[src/rtl/key_entry_buffer.sv]
`default_nettype none
// key_entry_buffer: shift-register keypad entry buffer with backspace, clear and
// commit-to-snapshot hand-off. Rev 1.0
module key_entry_buffer #(
  parameter int DIGITS  = 4,
  parameter int KEY_W   = 4,
  parameter int MAX_KEY = 9
) (
  input  logic                      clock,
  input  logic                      reset,
  input  logic                      shift,
  input  logic [KEY_W-1:0]          key,
  input  logic                      backspace,
  input  logic                      clear,
  input  logic                      commit,
  output logic [DIGITS*KEY_W-1:0]   key_buffer,
  output logic [$clog2(DIGITS+1)-1:0] count,
  output logic                      full,
  output logic                      empty,
  output logic [DIGITS*KEY_W-1:0]   load_data,
  output logic                      load_valid,
  output logic                      reject
);

  localparam int          CW      = $clog2(DIGITS + 1);
  localparam int          BW      = DIGITS * KEY_W;
  localparam logic [CW-1:0] C_FULL = CW'(DIGITS);
  localparam logic [31:0] C_MAX   = 32'(MAX_KEY);

  logic [BW-1:0] r_buf;
  logic [CW-1:0] r_cnt;
  logic          r_full;
  logic          r_empty;
  logic [BW-1:0] r_ld_data;
  logic          r_ld_valid;
  logic          r_rej;

  logic [BW-1:0] w_buf_nxt;
  logic [CW-1:0] w_cnt_nxt;
  logic          w_commit_ok;
  logic          w_rej;
  logic          w_key_ok;

  assign w_key_ok = ({{(32-KEY_W){1'b0}}, key} <= C_MAX);

  // Strobe priority: clear > commit > shift > backspace; losers are silently dropped.
  always_comb begin
    w_buf_nxt   = r_buf;
    w_cnt_nxt   = r_cnt;
    w_commit_ok = 1'b0;
    w_rej       = 1'b0;
    if (clear) begin
      w_buf_nxt = '0;
      w_cnt_nxt = '0;
    end else if (commit) begin
      if (r_full) begin
        w_commit_ok = 1'b1;
        w_buf_nxt   = '0;
        w_cnt_nxt   = '0;
      end else begin
        w_rej = 1'b1;
      end
    end else if (shift) begin
      if (w_key_ok) begin
        w_buf_nxt = {r_buf[BW-KEY_W-1:0], key};
        if (!r_full) w_cnt_nxt = r_cnt + CW'(1);
      end else begin
        w_rej = 1'b1;
      end
    end else if (backspace) begin
      if (!r_empty) begin
        w_buf_nxt = {{KEY_W{1'b0}}, r_buf[BW-1:KEY_W]};
        w_cnt_nxt = r_cnt - CW'(1);
      end else begin
        w_rej = 1'b1;
      end
    end
  end

  always_ff @(posedge clock or posedge reset) begin
    if (reset) begin
      r_buf      <= '0;
      r_cnt      <= '0;
      r_full     <= 1'b0;
      r_empty    <= 1'b1;
      r_ld_data  <= '0;
      r_ld_valid <= 1'b0;
      r_rej      <= 1'b0;
    end else begin
      r_buf      <= w_buf_nxt;
      r_cnt      <= w_cnt_nxt;
      r_full     <= (w_cnt_nxt == C_FULL);
      r_empty    <= (w_cnt_nxt == '0);
      r_ld_valid <= w_commit_ok;
      r_rej      <= w_rej;
      if (w_commit_ok) r_ld_data <= r_buf;
    end
  end

  assign key_buffer = r_buf;
  assign count      = r_cnt;
  assign full       = r_full;
  assign empty      = r_empty;
  assign load_data  = r_ld_data;
  assign load_valid = r_ld_valid;
  assign reject     = r_rej;

endmodule
`default_nettype wire

[config.mk]
export PLATFORM = sky130hd
export DESIGN_NAME = key_entry_buffer
export DESIGN_NICKNAME = d
export VERILOG_FILES = /design/src/rtl/key_entry_buffer.sv
export SDC_FILE = /design/constraint.sdc
export NUM_CORES = 1
export LEC_CHECK = 0
export CAP_MARGIN = 5
export CORE_ASPECT_RATIO = 0.75
export CORE_MARGIN = 2
export CORE_UTILIZATION = 40
export DETAILED_ROUTE_END_ITERATION = 7
export PLACE_DENSITY_LB_ADDON = 0.05
export SYNTH_ARGS = -nofsm -noshare
export SYNTH_HDL_FRONTEND = slang
export SYNTH_SLANG_ARGS = --single-unit
[constraint.sdc]
create_clock -name clock -period 2.5 [get_ports clock]
set_clock_uncertainty 0.15 [all_clocks]
set_input_delay 0.375 -clock clock [delete_from_list [all_inputs] [get_ports clock]]
set_output_delay 0.375 -clock clock [all_outputs]
set_load 0.02 [all_outputs]
==> impl_metrics.prom <==
# TYPE chip_impl_metric gauge
chip_impl_metric{name="final.fill_count",unit=""} 381
chip_impl_metric{name="power_switching_share",unit=""} 0.245
chip_impl_metric{name="cts-htree-levels",unit=""} 2
chip_impl_metric{name="avgViaCountPerCell",unit=""} 5.27
chip_impl_info{name="cp-end-kind",value="output port"} 1
chip_impl_metric{name="areaGrowthSynthToFinish",unit="%"} 34.0
chip_impl_metric{name="synth_sequential_area_ratio",unit=""} 0.514
chip_impl_metric{name="grt-ovfl-total",unit=""} 0
chip_impl_metric{name="num_io_pins",unit=""} 49
chip_impl_metric{name="fin_nets",unit=""} 240
chip_impl_metric{name="drc_errors",unit=""} 0
chip_impl_metric{name="rows",unit=""} 21
chip_impl_metric{name="grt_first_pass_wirelength",unit="mm"} 7.38
chip_impl_info{name="mostFrequentLayoutCell",value="clkdlybuf4s50_1"} 1
chip_impl_info{name="setup_repair_after_global_routing_missed_its_margin",value="false"} 1
chip_impl_metric{name="grt.met3_usage",unit=""} 0.0459
chip_impl_info{name="critical-path-top-delay-family",value="buffers and inverters"} 1
chip_impl_info{name="min_path_type",value="reg2reg"} 1
chip_impl_metric{name="drtAntennaViolNets",unit=""} 0
chip_impl_metric{name="place.detailed.hpwl",unit="mm"} 3.02
chip_impl_metric{name="cp_slowest_stage_delay",unit="ps"} 670
chip_impl_metric{name="hold_slack",unit="ps"} 330
chip_impl_metric{name="synth_cell_types",unit=""} 34
chip_impl_metric{name="setup_total_negative_slack",unit="ps"} 0
chip_impl_metric{name="place.gp.congestion",unit=""} 0.911
chip_impl_metric{name="worst_slack",unit="ps"} 497
chip_impl_metric{name="report.final.slew_viol_count",unit=""} 0
chip_impl_metric{name="placeableCoreArea",unit="sq um"} 4520
chip_impl_metric{name="cts_inserted_buffers",unit=""} 5
chip_impl_info{name="worstPathCellList",value="clkdlybuf4s50_1"} 1
chip_impl_metric{name="io_buf_count",unit=""} 48
chip_impl_metric{name="synthesis.area_per_instance",unit="sq um"} 10.8
chip_impl_metric{name="yosys_register_bits",unit=""} 39
chip_impl_metric{name="routed_wirelength",unit="mm"} 4.30
chip_impl_metric{name="ys.warnings.count",unit=""} 0
chip_impl_metric{name="design.die.area",unit="sq um"} 5320
chip_impl_metric{name="antenna_violations_before_repair",unit=""} 0
chip_impl_metric{name="power.internal",unit="mW"} 0.978
chip_impl_metric{name="ir_worst_vdd",unit="V"} 0.000259
chip_impl_metric{name="maximum_number_of_pins_on_one_net_before_global_route_repair",unit=""} 40
chip_impl_metric{name="vias_in_the_first_global_route",unit=""} 1485
chip_impl_metric{name="clk_latency",unit="ps"} 280
chip_impl_metric{name="die_height",unit="um"} 63.7
chip_impl_metric{name="postCtsSetupRepairBufs",unit=""} 0
chip_impl_metric{name="clock_share_of_power",unit=""} 0.351
chip_impl_info{name="tritoncts_clock_tree",value="done"} 1
chip_impl_metric{name="power.switching",unit="mW"} 0.318
chip_impl_metric{name="p_total",unit="mW"} 1.30
chip_impl_metric{name="mappedNetlistArea",unit="sq um"} 1900
chip_impl_metric{name="clk_transition_reported_paths",unit="ps"} 70
chip_impl_metric{name="worst-endpoint-required",unit="ps"} 1980
chip_impl_metric{name="leakagePower",unit="nW"} 1.13
chip_impl_metric{name="power.sequential.fraction",unit=""} 0.507
chip_impl_metric{name="hold_violations",unit=""} 0
chip_impl_info{name="most-common-layout-cells",value="clkdlybuf4s50_1, dfrtp_1, nand2_1"} 1
chip_impl_metric{name="chipWidth",unit="um"} 83.6
chip_impl_metric{name="cp.buffers_inverters",unit=""} 1
chip_impl_metric{name="max_slew.worst_pin.slew",unit="ps"} 474
chip_impl_metric{name="start_util",unit=""} 0.421
chip_impl_metric{name="route.detailed.wl_per_inst",unit="um"} 15.1
chip_impl_metric{name="clock-sinks",unit=""} 39
chip_impl_metric{name="grtUsageTotal",unit=""} 0.176
chip_impl_metric{name="timing.final.crit_share",unit=""} 0.801
chip_impl_metric{name="place_ws",unit="ps"} 221
chip_impl_metric{name="postSynthCellCount",unit=""} 176
chip_impl_info{name="clock-root-buffer",value="clkbuf_8"} 1
chip_impl_metric{name="setup-violations-final",unit=""} 0
chip_impl_metric{name="cts_buffer_depth",unit=""} 2
chip_impl_info{name="run_status",value="finished clean"} 1
chip_impl_metric{name="via_count",unit=""} 1502
chip_impl_metric{name="maxCapViolations",unit=""} 0
chip_impl_metric{name="antenna-diode-count",unit=""} 0
chip_impl_info{name="criticalPathCategory",value="reg2out"} 1
chip_impl_metric{name="synth_nets",unit=""} 189
chip_impl_info{name="cpMaxStageDelayCell",value="clkdlybuf4s50_1"} 1
chip_impl_info{name="busiest_layer",value="met2"} 1
chip_impl_metric{name="period_minus_slack",unit="ps"} 2000
chip_impl_metric{name="grt_use_met1",unit=""} 0.243
chip_impl_metric{name="number_of_hold_repair_buffers_added_at_the_cts_stage",unit=""} 0
chip_impl_metric{name="cts_resized",unit=""} 0
chip_impl_metric{name="maxClockFrequency",unit="MHz"} 499
chip_impl_metric{name="pwr-share-comb",unit=""} 0.142
chip_impl_metric{name="worstPathMaxFanout",unit=""} 9
chip_impl_metric{name="timing.max_slew.rel_slack",unit=""} 0.680
chip_impl_metric{name="power_per_cell_area",unit="nW/um^2"} 509
chip_impl_metric{name="initial_drc_count",unit=""} 71
chip_impl_info{name="critical_path.startpoint_type",value="register"} 1
chip_impl_metric{name="gr-usage-met2",unit=""} 0.269
chip_impl_metric{name="post_route_cells_drive_above_1_share",unit=""} 0.162
chip_impl_metric{name="critical_path_arrival",unit="ps"} 1480
chip_impl_metric{name="firstDrtPassIters",unit=""} 4
layout make-up:
type	instances	area, sq um	area share
clock buffer	8	100	0.0393
sequential	39	977	0.384
tap	57	71.3	0.0280
multi-input combinational	120	830	0.326
inverter	6	22.5	0.00885
timing repair buffer	55	546	0.214
per-layer routing:
| metal | vias up | wire length (um) |
|---|---|---|
| met5 | - | 0 |
| met4 | 0 | 51 |
| met3 | 7 | 232 |
| met2 | 48 | 1970 |
| met1 | 728 | 2040 |
| li1 | 719 | - |
cells in the mapped netlist:
cell type,number,share of area
buf_6,2,0.012
mux2i_1,13,0.068
mux2i_4,1,0.012
xnor2_1,1,0.0046
buf_4,3,0.012
nor3_2,1,0.0053
mux2_2,13,0.077
inv_1,5,0.0099
o41ai_2,1,0.0086
ha_1,3,0.020
or3_2,2,0.0079
nand2_1,21,0.041
a31oi_1,1,0.0033
nand4b_1,4,0.018
and3_1,1,0.0033
nand3_1,2,0.0053
a211oi_1,1,0.0040
or3_1,2,0.0066
nor2_1,13,0.026
nor3b_2,1,0.0066
nand3b_1,1,0.0040
buf_2,3,0.0079
inv_2,1,0.0020
o21ai_0,3,0.0079
or4_1,1,0.0040
nor3_1,9,0.024
clkbuf_1,3,0.0059
a21oi_1,20,0.053
dfstp_2,1,0.014
o21a_1,2,0.0079
dfrtp_1,38,0.50
o21ai_4,1,0.0086
o311ai_0,1,0.0046
and2b_4,1,0.0053
flip-flops by register name, indices dropped and copies added, names as in the netlist:
register and cells:
reject 1, count 3, load_data 16, load_valid 1, empty 1, full 1
key_buffer 16
through the flow:
| stage | util | cell area, sq um | std cells |
|---|---|---|---|
| after floorplan | - | 1900 | 176 |
| after global placement | 0.541 | 2450 | 277 |
| after detailed placement | 0.541 | 2450 | 277 |
| after CTS | 0.563 | 2550 | 285 |
| after global routing | 0.563 | 2550 | 285 |
| final | 0.563 | 2550 | 285 |
power groups by stage:
stage               combinational (mW)  clock (mW)  sequential [mW]
detailed placement               0.184           0            0.669
floorplan                        0.103           0            0.682
global placement                 0.179           0            0.668
global route                     0.200       0.501            0.658
finish                           0.184       0.455            0.657
CTS                              0.185       0.468            0.657
logic make-up after synthesis:
family                   count (synthesis)  share of synthesized area
AO/OA/AOI/OAI                           30                     0.0974
adder cells (fa/ha/maj)                  3                     0.0198
buffers and inverters                   17                     0.0494
multiplexers                            27                      0.157
XOR/XNOR                                 1                    0.00461
flip-flops                              39                      0.514
AND/OR/NAND/NOR                         59                      0.157
path summary, 6_finish.rpt:
| kind | startpoint | endpoint | slack (ps) | cells after the start |
|---|---|---|---|---|
| worst max-delay path | full$_DFF_PP0_ | full | 500 | 1 |
| worst min-delay path | load_data[14]$_DFFE_PP0P_ | load_data[14]$_DFFE_PP0P_ | 330 | 2 |
| worst max register to register | count[0]$_DFF_PP0_ | full$_DFF_PP0_ | 560 | 6 |
| worst min register to register | load_data[14]$_DFFE_PP0P_ | load_data[14]$_DFFE_PP0P_ | 330 | 2 |
| max in group asynchronous | reset | empty$_DFF_PP1_ | 1480 | 3 |
| min in group asynchronous | reset | load_data[5]$_DFFE_PP0P_ | 370 | 3 |
Power figures use the tool's default switching activity.
